$ cat src/rtl/mips_mem_pkg.sv
// Shared definitions for the MIPS unified-memory arbiter: default bus widths
// and the arbiter state encoding.
package mips_mem_pkg;

    localparam int DEF_ADDR_W = 32;
    localparam int DEF_DATA_W = 32;

    typedef enum logic [2:0] {
        ST_IDLE     = 3'd0,
        ST_SERVE_IF = 3'd1,
        ST_SERVE_DM = 3'd2,
        ST_RESP_IF  = 3'd3,
        ST_RESP_DM  = 3'd4
    } state_e;

endpackage

$ cat src/rtl/mips_mem_arbiter_if.sv
// Bundle of the fetch, data and memory handshakes around the arbiter.
// slave = arbiter view, master = pipeline/memory view.
interface mips_mem_arbiter_if #(
    parameter int ADDR_W = mips_mem_pkg::DEF_ADDR_W,
    parameter int DATA_W = mips_mem_pkg::DEF_DATA_W
);
    logic              if_req;
    logic [ADDR_W-1:0] if_addr;
    logic              if_ready;
    logic [DATA_W-1:0] if_rdata;
    logic              if_stall;

    logic              dm_req;
    logic              dm_we;
    logic [ADDR_W-1:0] dm_addr;
    logic [DATA_W-1:0] dm_wdata;
    logic              dm_ready;
    logic [DATA_W-1:0] dm_rdata;
    logic              dm_stall;

    logic              mem_req;
    logic              mem_we;
    logic [ADDR_W-1:0] mem_addr;
    logic [DATA_W-1:0] mem_wdata;
    logic              mem_ack;
    logic [DATA_W-1:0] mem_rdata;

    logic              err;

    modport slave (
        input  if_req, if_addr, dm_req, dm_we, dm_addr, dm_wdata, mem_ack, mem_rdata,
        output if_ready, if_rdata, if_stall, dm_ready, dm_rdata, dm_stall,
        output mem_req, mem_we, mem_addr, mem_wdata, err
    );

    modport master (
        output if_req, if_addr, dm_req, dm_we, dm_addr, dm_wdata, mem_ack, mem_rdata,
        input  if_ready, if_rdata, if_stall, dm_ready, dm_rdata, dm_stall,
        input  mem_req, mem_we, mem_addr, mem_wdata, err
    );
endinterface

$ cat src/rtl/mips_mem_timeout.sv
// Clearable saturating cycle counter; o_expired flags the cycle in which the
// LIMIT-th consecutive increment is requested.
module mips_mem_timeout #(
    parameter int LIMIT = 255,
    parameter int CNT_W = 8
) (
    input  logic clk,
    input  logic reset,
    input  logic i_clr,
    input  logic i_inc,
    output logic o_expired
);
    localparam logic [CNT_W-1:0] CNT_MAX  = CNT_W'(LIMIT);
    localparam logic [CNT_W-1:0] CNT_LAST = CNT_W'(LIMIT - 1);

    logic [CNT_W-1:0] r_cnt;

    always_ff @(posedge clk) begin
        if (reset || i_clr) begin
            r_cnt <= '0;
        end else if (i_inc && (r_cnt != CNT_MAX)) begin
            r_cnt <= r_cnt + 1'b1;
        end
    end

    assign o_expired = i_inc && (r_cnt == CNT_LAST);
endmodule

$ cat src/rtl/mips_mem_arbiter.sv
// Arbitrates the unified memory port between IF and MEM stages with
// IF starvation guard and a sticky timeout error.
module mips_mem_arbiter
    import mips_mem_pkg::*;
#(
    parameter int ADDR_W       = DEF_ADDR_W,
    parameter int DATA_W       = DEF_DATA_W,
    parameter int STARVE_LIMIT = 4,
    parameter int TIMEOUT      = 255
) (
    input  logic              clk,
    input  logic              reset,
    mips_mem_arbiter_if.slave bus
);
    localparam int SW = $clog2(STARVE_LIMIT + 1);
    localparam logic [SW-1:0] STARVE_MAX = SW'(STARVE_LIMIT);

    state_e            r_state;
    state_e            w_state_nxt;
    logic [SW-1:0]     r_starve_cnt;
    logic              r_mem_req;
    logic              r_mem_we;
    logic [ADDR_W-1:0] r_mem_addr;
    logic [DATA_W-1:0] r_mem_wdata;
    logic              r_if_ready;
    logic              r_dm_ready;
    logic [DATA_W-1:0] r_if_rdata;
    logic [DATA_W-1:0] r_dm_rdata;
    logic              r_err;

    logic w_serving;
    logic w_grant_if;
    logic w_grant_dm;
    logic w_done;
    logic w_abort;
    logic w_tmo_clr;
    logic w_tmo_inc;
    logic w_tmo_expired;

    assign w_serving = (r_state == ST_SERVE_IF) || (r_state == ST_SERVE_DM);
    assign w_tmo_clr = !w_serving;
    assign w_tmo_inc = w_serving && !bus.mem_ack;

    mips_mem_timeout #(
        .LIMIT (TIMEOUT),
        .CNT_W (8)
    ) u_timeout (
        .clk       (clk),
        .reset     (reset),
        .i_clr     (w_tmo_clr),
        .i_inc     (w_tmo_inc),
        .o_expired (w_tmo_expired)
    );

    always_ff @(posedge clk) begin
        if (reset) begin
            r_state <= ST_IDLE;
        end else begin
            r_state <= w_state_nxt;
        end
    end

    always_comb begin
        w_state_nxt = r_state;
        w_grant_if  = 1'b0;
        w_grant_dm  = 1'b0;
        w_done      = 1'b0;
        w_abort     = 1'b0;
        case (r_state)
            ST_IDLE: begin
                // DM wins a tie until IF has been passed over STARVE_LIMIT times
                if (bus.dm_req && (!bus.if_req || (r_starve_cnt < STARVE_MAX))) begin
                    w_grant_dm  = 1'b1;
                    w_state_nxt = ST_SERVE_DM;
                end else if (bus.if_req) begin
                    w_grant_if  = 1'b1;
                    w_state_nxt = ST_SERVE_IF;
                end
            end
            ST_SERVE_IF: begin
                if (bus.mem_ack) begin
                    w_done      = 1'b1;
                    w_state_nxt = ST_RESP_IF;
                end else if (w_tmo_expired) begin
                    w_abort     = 1'b1;
                    w_state_nxt = ST_RESP_IF;
                end
            end
            ST_SERVE_DM: begin
                if (bus.mem_ack) begin
                    w_done      = 1'b1;
                    w_state_nxt = ST_RESP_DM;
                end else if (w_tmo_expired) begin
                    w_abort     = 1'b1;
                    w_state_nxt = ST_RESP_DM;
                end
            end
            ST_RESP_IF:  w_state_nxt = ST_IDLE;
            ST_RESP_DM:  w_state_nxt = ST_IDLE;
            default:     w_state_nxt = ST_IDLE;
        endcase
    end

    always_ff @(posedge clk) begin
        if (reset) begin
            r_mem_req   <= 1'b0;
            r_mem_we    <= 1'b0;
            r_mem_addr  <= '0;
            r_mem_wdata <= '0;
        end else if (w_grant_if) begin
            r_mem_req   <= 1'b1;
            r_mem_we    <= 1'b0;
            r_mem_addr  <= bus.if_addr;
            r_mem_wdata <= '0;
        end else if (w_grant_dm) begin
            r_mem_req   <= 1'b1;
            r_mem_we    <= bus.dm_we;
            r_mem_addr  <= bus.dm_addr;
            r_mem_wdata <= bus.dm_wdata;
        end else if (w_done || w_abort) begin
            r_mem_req   <= 1'b0;
        end
    end

    always_ff @(posedge clk) begin
        if (reset) begin
            r_if_ready <= 1'b0;
            r_dm_ready <= 1'b0;
            r_if_rdata <= '0;
            r_dm_rdata <= '0;
            r_err      <= 1'b0;
        end else begin
            r_if_ready <= (r_state == ST_SERVE_IF) && (w_done || w_abort);
            r_dm_ready <= (r_state == ST_SERVE_DM) && (w_done || w_abort);
            if (r_state == ST_SERVE_IF) begin
                if (w_done) r_if_rdata <= bus.mem_rdata;
                else if (w_abort) r_if_rdata <= '0;
            end
            if (r_state == ST_SERVE_DM) begin
                if (w_done) r_dm_rdata <= bus.mem_rdata;
                else if (w_abort) r_dm_rdata <= '0;
            end
            if (w_abort) r_err <= 1'b1;
        end
    end

    always_ff @(posedge clk) begin
        if (reset) begin
            r_starve_cnt <= '0;
        end else if (w_grant_if) begin
            r_starve_cnt <= '0;
        end else if (w_grant_dm && bus.if_req && (r_starve_cnt != STARVE_MAX)) begin
            r_starve_cnt <= r_starve_cnt + 1'b1;
        end
    end

    assign bus.mem_req   = r_mem_req;
    assign bus.mem_we    = r_mem_we;
    assign bus.mem_addr  = r_mem_addr;
    assign bus.mem_wdata = r_mem_wdata;
    assign bus.if_ready  = r_if_ready;
    assign bus.if_rdata  = r_if_rdata;
    assign bus.dm_ready  = r_dm_ready;
    assign bus.dm_rdata  = r_dm_rdata;
    assign bus.err       = r_err;
    assign bus.if_stall  = bus.if_req && !r_if_ready;
    assign bus.dm_stall  = bus.dm_req && !r_dm_ready;
endmodule

$ cat src/flat_wrapper.sv
// flat-port wrapper written by rule: the top's interface ports become plain ports
module mips_mem_arbiter_flat import mips_mem_pkg::*;
#(
    parameter int ADDR_W       = DEF_ADDR_W,
    parameter int DATA_W       = DEF_DATA_W,
    parameter int STARVE_LIMIT = 4,
    parameter int TIMEOUT      = 255
)
  (clk, reset, bus_if_req, bus_if_addr, bus_dm_req, bus_dm_we, bus_dm_addr, bus_dm_wdata, bus_mem_ack, bus_mem_rdata, bus_if_ready, bus_if_rdata, bus_if_stall, bus_dm_ready, bus_dm_rdata, bus_dm_stall, bus_mem_req, bus_mem_we, bus_mem_addr, bus_mem_wdata, bus_err);
  mips_mem_arbiter_if #(.ADDR_W(ADDR_W), .DATA_W(DATA_W)) bus_i ();
  input  logic clk;
  input  logic reset;
  input wire logic [$bits(bus_i.if_req)-1:0] bus_if_req;
  input wire logic [$bits(bus_i.if_addr)-1:0] bus_if_addr;
  input wire logic [$bits(bus_i.dm_req)-1:0] bus_dm_req;
  input wire logic [$bits(bus_i.dm_we)-1:0] bus_dm_we;
  input wire logic [$bits(bus_i.dm_addr)-1:0] bus_dm_addr;
  input wire logic [$bits(bus_i.dm_wdata)-1:0] bus_dm_wdata;
  input wire logic [$bits(bus_i.mem_ack)-1:0] bus_mem_ack;
  input wire logic [$bits(bus_i.mem_rdata)-1:0] bus_mem_rdata;
  output wire logic [$bits(bus_i.if_ready)-1:0] bus_if_ready;
  output wire logic [$bits(bus_i.if_rdata)-1:0] bus_if_rdata;
  output wire logic [$bits(bus_i.if_stall)-1:0] bus_if_stall;
  output wire logic [$bits(bus_i.dm_ready)-1:0] bus_dm_ready;
  output wire logic [$bits(bus_i.dm_rdata)-1:0] bus_dm_rdata;
  output wire logic [$bits(bus_i.dm_stall)-1:0] bus_dm_stall;
  output wire logic [$bits(bus_i.mem_req)-1:0] bus_mem_req;
  output wire logic [$bits(bus_i.mem_we)-1:0] bus_mem_we;
  output wire logic [$bits(bus_i.mem_addr)-1:0] bus_mem_addr;
  output wire logic [$bits(bus_i.mem_wdata)-1:0] bus_mem_wdata;
  output wire logic [$bits(bus_i.err)-1:0] bus_err;
  assign bus_i.if_req = bus_if_req;
  assign bus_i.if_addr = bus_if_addr;
  assign bus_i.dm_req = bus_dm_req;
  assign bus_i.dm_we = bus_dm_we;
  assign bus_i.dm_addr = bus_dm_addr;
  assign bus_i.dm_wdata = bus_dm_wdata;
  assign bus_i.mem_ack = bus_mem_ack;
  assign bus_i.mem_rdata = bus_mem_rdata;
  assign bus_if_ready = bus_i.if_ready;
  assign bus_if_rdata = bus_i.if_rdata;
  assign bus_if_stall = bus_i.if_stall;
  assign bus_dm_ready = bus_i.dm_ready;
  assign bus_dm_rdata = bus_i.dm_rdata;
  assign bus_dm_stall = bus_i.dm_stall;
  assign bus_mem_req = bus_i.mem_req;
  assign bus_mem_we = bus_i.mem_we;
  assign bus_mem_addr = bus_i.mem_addr;
  assign bus_mem_wdata = bus_i.mem_wdata;
  assign bus_err = bus_i.err;
  mips_mem_arbiter #(.ADDR_W(ADDR_W), .DATA_W(DATA_W), .STARVE_LIMIT(STARVE_LIMIT), .TIMEOUT(TIMEOUT)) u_core (.clk(clk), .reset(reset), .bus(bus_i));
endmodule
$ cat config.mk
export PLATFORM = sky130hd
export DESIGN_NAME = mips_mem_arbiter_flat
export DESIGN_NICKNAME = d
export VERILOG_FILES = /design/src/rtl/mips_mem_pkg.sv /design/src/rtl/mips_mem_arbiter_if.sv /design/src/rtl/mips_mem_timeout.sv /design/src/rtl/mips_mem_arbiter.sv /design/src/flat_wrapper.sv
export SDC_FILE = /design/constraint.sdc
export NUM_CORES = 1
export LEC_CHECK = 0
export ABC_CLOCK_PERIOD_IN_PS = 3650
export CAP_MARGIN = 0
export CORE_ASPECT_RATIO = 1.1
export CORE_MARGIN = 1.5
export CORE_UTILIZATION = 43
export DETAILED_ROUTE_END_ITERATION = 7
export GPL_ROUTABILITY_DRIVEN = 0
export GPL_TIMING_DRIVEN = 0
export PLACE_DENSITY = 0.83
export SETUP_SLACK_MARGIN = 0.5
export SKIP_CTS_REPAIR_TIMING = 1
export SYNTH_ARGS = -nofsm -noshare
export SYNTH_HDL_FRONTEND = slang
export SYNTH_SLANG_ARGS = --single-unit
export TNS_END_PERCENT = 50
$ cat constraint.sdc
create_clock -name clk -period 3.65 [get_ports clk]
set_input_delay 1.095 -clock clk [delete_from_list [all_inputs] [get_ports clk]]
set_output_delay 1.095 -clock clk [all_outputs]
set_load 0.05 [all_outputs]
======== Yosys cells after proc, flatten, opt, wreduce, memory -nomap -nowiden ========
Cells that the tools add are included.
word-level totals
  word-level logic and storage cells ...... 75
  output and inout bits ................... 135
  bits of input ports ..................... 134
  flip-flop bits (word level) ............. 147
operators by class
  equal/unequal tests ..................... 8
  $add $sub $neg .......................... 2
  mux-type cells .......................... 24
  reduce and logical (&&, ||, !) cells .... 28
  magnitude comparators ................... 1
operators with widths
  operator                                                                  count
  32-bit 2-to-1 mux                                                         4
  3-bit 2-to-1 mux                                                          6
  1-bit 2-to-1 mux                                                          13
  1-bit logical AND                                                         10
  3-bit inequality test (second input constant)                             3
  3-bit one-hot mux with 3 select lines                                     1
  8-bit by 1-bit adder with 8-bit output (second input constant)            1
  8-bit equality test (second input constant)                               1
  8-bit inequality test (second input constant)                             1
  1-bit logical NOT                                                         5
  1-bit logical OR                                                          4
  2-bit AND reduction                                                       2
  2-bit nonzero test                                                        2
  2-bit OR reduction                                                        2
  3-bit by 1-bit adder with 3-bit output (second input constant)            1
  3-bit by 1-bit equality test with 1-bit output (second input constant)    1
  3-bit by 2-bit equality test with 1-bit output (second input constant)    1
  3-bit logical NOT                                                         1
  3-bit less-than comparator (second input constant)                        1
  3-bit by 2-bit inequality test with 1-bit output (second input constant)  1
  3-bit AND reduction                                                       1
  3-bit nonzero test                                                        1

======== Logic depth before layout (Yosys ltp) ========
Gate-level depths: netlist (run 1).
  depth in word-level cells ............... 11
  depth in mapped cells ................... 8
  gate-level depth less buffers ........... 6

======== Cells and area by module ========
From an unflattened synthesis (run 1), not the netlist that was laid out.
second synthesis, totals
  cell total of the unflattened synthesis .. 560
  area, all modules ....................... 5869.4 µm²
modules (own cells, without submodules)
  module            sequential area each (µm²)  cells each  area an instance (µm²)  instances
  mips_mem_arbiter  2782.7                      509         5410.2                  1
  mips_mem_timeout  160.2                       51          459.2                   1

======== Worst setup path after synthesis (run 1) ========
Ideal clock, no wire load.
  kind .................................... input-to-output
  from .................................... in bus_dm_req
  to ...................................... out bus_dm_stall
  path buffers ............................ 0
  required time ........................... 2555 ps
  arrival time ............................ 1802 ps
  slack ................................... 753 ps
  stages .................................. 1
  cell sequence ........................... nor2b_1
on the way
  cells in the longest elaborated chain, start to end .. 1
ends and longest elaborated chain
  item               RTL line                 source
  from (decl)        flat_wrapper.sv:15       input wire logic [$bits(bus_i.dm_req)-1:0] bus_dm_req;
  1-bit logical AND  mips_mem_arbiter.sv:167  assign bus.dm_stall = bus.dm_req && !r_dm_ready;
  to (decl)          flat_wrapper.sv:26       output wire logic [$bits(bus_i.dm_stall)-1:0] bus_dm_stall;
No other way between the ends.

======== Final worst setup path (run 1) ========
  from .................................... in bus_if_req
  to ...................................... out bus_if_stall
on the way
  cells in the longest elaborated chain, start to end .. 1
ends and longest elaborated chain
  item               RTL line                 source
  from (decl)        flat_wrapper.sv:13       input wire logic [$bits(bus_i.if_req)-1:0] bus_if_req;
  1-bit logical AND  mips_mem_arbiter.sv:166  assign bus.if_stall = bus.if_req && !r_if_ready;
  to (decl)          flat_wrapper.sv:23       output wire logic [$bits(bus_i.if_stall)-1:0] bus_if_stall;
No other way between the ends.

==> results of run 1 <==
## metal layers
metal  global-route usage  part of all wire  vias to the layer above
li1                     -                 -                     2591
met1                0.297              0.38                     2569
met2                0.476              0.51                      207
met3                0.105             0.094                       23
met4               0.0872             0.018                        0
met5                    0                 0                        -
## cell usage in the layout (no fill, tap or decap), types with 7 or more instances in the layout
cell type        synthesis  final
nor2_1                  15     15
buf_2                   15     15
a32o_1                  64     64
inv_1                    7      7
a22oi_1                 33     33
nand2_1                105    105
clkdlybuf4s50_1          0    264
clkbuf_1                33     34
a21oi_1                 70     70
dfxtp_1                147    147
clkbuf_16                0     17
## worst min-delay path by stage
stage                              startpoint                   endpoint  slack (ps)
floorplan           u_core.u_timeout.r_cnt[6]  u_core.u_timeout.r_cnt[6]         460
global placement      u_core.bus.mem_addr[23]    u_core.bus.mem_addr[23]         440
detailed placement    u_core.bus.mem_addr[29]    u_core.bus.mem_addr[29]         450
CTS                   u_core.bus.mem_addr[29]    u_core.bus.mem_addr[29]         450
global route          u_core.bus.mem_addr[22]    u_core.bus.mem_addr[22]         470
finish                u_core.bus.mem_addr[26]    u_core.bus.mem_addr[26]         450
## cell type report
type	instances	area (µm²)	share of cell area
Timing Repair Buffer	267	2670	0.304
Multi-Input combinational cell	345	2120	0.242
Tap cell	154	193	0.0220
Clock buffer	21	470	0.0537
Buffer	50	218	0.0248
Antenna cell	1	2.50	0.000286
Inverter	7	26.3	0.00300
Clock inverter	11	124	0.0141
Sequential cell	147	2940	0.336
## flip-flops by register name, summed over array words and instances, names as in the netlist
| register | flops |
|---|---|
| u_core.bus.dm_rdata | 32 |
| u_core.r_starve_cnt | 3 |
| u_core.bus.dm_ready | 1 |
| u_core.bus.mem_req | 1 |
| u_core.bus.if_ready | 1 |
| u_core.bus.err | 1 |
| u_core.bus.if_rdata | 32 |
| u_core.bus.mem_wdata | 32 |
| u_core.u_timeout.r_cnt | 8 |
| u_core.bus.mem_addr | 32 |
| u_core.bus.mem_we | 1 |
| u_core.r_state | 3 |
## worst max-delay path: stages
cell	delay, ps
clkdlybuf4s50_1	590
nor2b_1	160
clkbuf_2	280
## logic make-up (layout without fill, tap and decap cells)
group | after synthesis | in the layout | share of synthesized area
compound gates | 184 | 184 | 0.256
xor+xnor | 5 | 5 | 0.00825
fa+ha+maj | 4 | 4 | 0.00943
buf+inv | 57 | 356 | 0.0460
flops | 147 | 147 | 0.554
mux | 1 | 1 | 0.00189
other cells | 0 | 1 | 0
simple gates | 151 | 151 | 0.124
## power by group
group	internal (mW)	leakage [nW]	switching [mW]	total [mW]
Sequential	1.90	1.20	0.153	2.05
Clock	1.06	0.286	0.657	1.72
Combinational	0.942	1.67	1.89	2.83
## through the flow
stage	instance area [µm²]	hold WS, ps	util	std cells	total power, mW
2_1_floorplan	5310	458	-	549	3.88
3_3_place_gp	8170	442	0.679	970	4.82
3_5_place_dp	8170	447	0.679	970	4.90
4_1_cts	8770	454	0.729	1002	6.62
5_1_grt	8760	475	0.728	1002	6.90
6_report	8760	453	0.728	1003	6.60
==> results.json, run 1 <==
{
  "r2r_cells": 7,
  "die_y_um": 120,
  "grt_antenna_before_repair": 1,
  "syn_inst": 549,
  "drtIter0Drc": 334,
  "finalHoldViolCount": 0,
  "cp.arrival_ps": 2130,
  "dr.pass1.iters": 4,
  "netlist.area_leader.share": 0.554,
  "grtUsageTotal": 0.272,
  "yosys-top-cells-count": "147 x dfxtp_1, 105 x nand2_1, 70 x a21oi_1, 64 x a32o_1",
  "cp.required_ps": 2550,
  "first_global_vias": 5319,
  "syn_to_final_growth_pct": 65.1,
  "num_vias": 5390,
  "power_density_nw_per_um2": 753,
  "layout-drive-gt1-share": 0.0637,
  "postRouteAntennaNets": 0,
  "ys_types": 41,
  "yosys.cell_count.top_type": "dfxtp_1",
  "synth_edf_count": 0,
  "rsz0062_at_grt": "yes",
  "wirelength_mm": 18.0,
  "r2r_end": "u_core.bus.dm_rdata[10]",
  "endpoint": "bus_if_stall",
  "path_clk_slew_ps": 60,
  "cts.path.max_buffers": 2,
  "fin_ws_ps": 424,
  "slew_headroom": 0.601,
  "leakage_nw": 3.16,
  "fin_crit_ps": 3230,
  "ios": 269,
  "startpoint": "bus_if_req",
  "drt-wirelength-per-cell_um": 17.9,
  "tightest_slew_ps": 596,
  "vdd_ir_drop_max_mv": 0.409,
  "cp-start-kind": "input port",
  "syn-num-nets": 687,
  "rrSetupSlack_ps": 1480,
  "cts_tree": "done",
  "hold_depth": 2,
  "grt_max_degree": 17,
  "drc_errors": 0,
  "die_w_um": 109,
  "synth_area_um2": 5310,
  "crit_fanout": 7,
  "finalSetupTns_ps": 0,
  "hold_class": "flop to flop",
  "initial_core_util": 0.441,
  "vias_per_cell": 5.37,
  "die-area_um2": 13000,
  "rows": 42,
  "gr-total-overflow": 0,
  "cts_root_buffer": "clkbuf_16",
  "drv_slew": 0,
  "synth_seq_area_share": 0.554,
  "skew_ps": 15.0,
  "yosys.area.top_type": "dfxtp_1",
  "r2r-start": "u_core.u_timeout.r_cnt[0]",
  "coreArea_um2": 12000,
  "end_kind": "primary output",
  "port_buffers": 267,
  "nets": 973,
  "ys_warn_count": 0,
  "n_fill_cell": 908,
  "grt_pass1_wl_mm": 27.3,
  "period_share": 0.884,
  "drv_cap": 0,
  "avgSynthCellArea_um2": 9.67,
  "ys.flop_type": "dfxtp_1",
  "critical_path_class": "input port to primary output",
  "ys_ff_latch": 147,
  "outcome": "completed",
  "worstSkewPairLatency_ps": 420,
  "cts_num_sinks": 147,
  "htree_levels": 4,
  "cts_buffers": 17,
  "pre_cts_slack_ps": -136,
  "synth_area_leaders": "dfxtp_1 55%, a32o_1 12%, nand2_1 7.4%",
  "async_reset_ff_frac": 0,
  "setup_violations": 0,
  "dp_hpwl_mm": 13.6,
  "max_freq_ghz": 0.310
}
Note: power is estimated with default switching activity, not from simulation.
==> run 2, diff against run 1 <==
- ABC_CLOCK_PERIOD_IN_PS: 3650 -> 3800
- clock period: 3.65 -> 3.8 ns (I/O delays scaled with it)
==> results of run 2 <==
Same layout as run 1 (identical final DEF). Status: completed.
Among the figures that moved: setup slack after placement -136 ps -> -75.9 ps; setup slack after layout 424 ps -> 484 ps; register-to-register setup slack 1480 ps -> 1630 ps; total power 6.60 mW -> 6.34 mW; worst IR drop on VDD 0.409 mV -> 0.393 mV
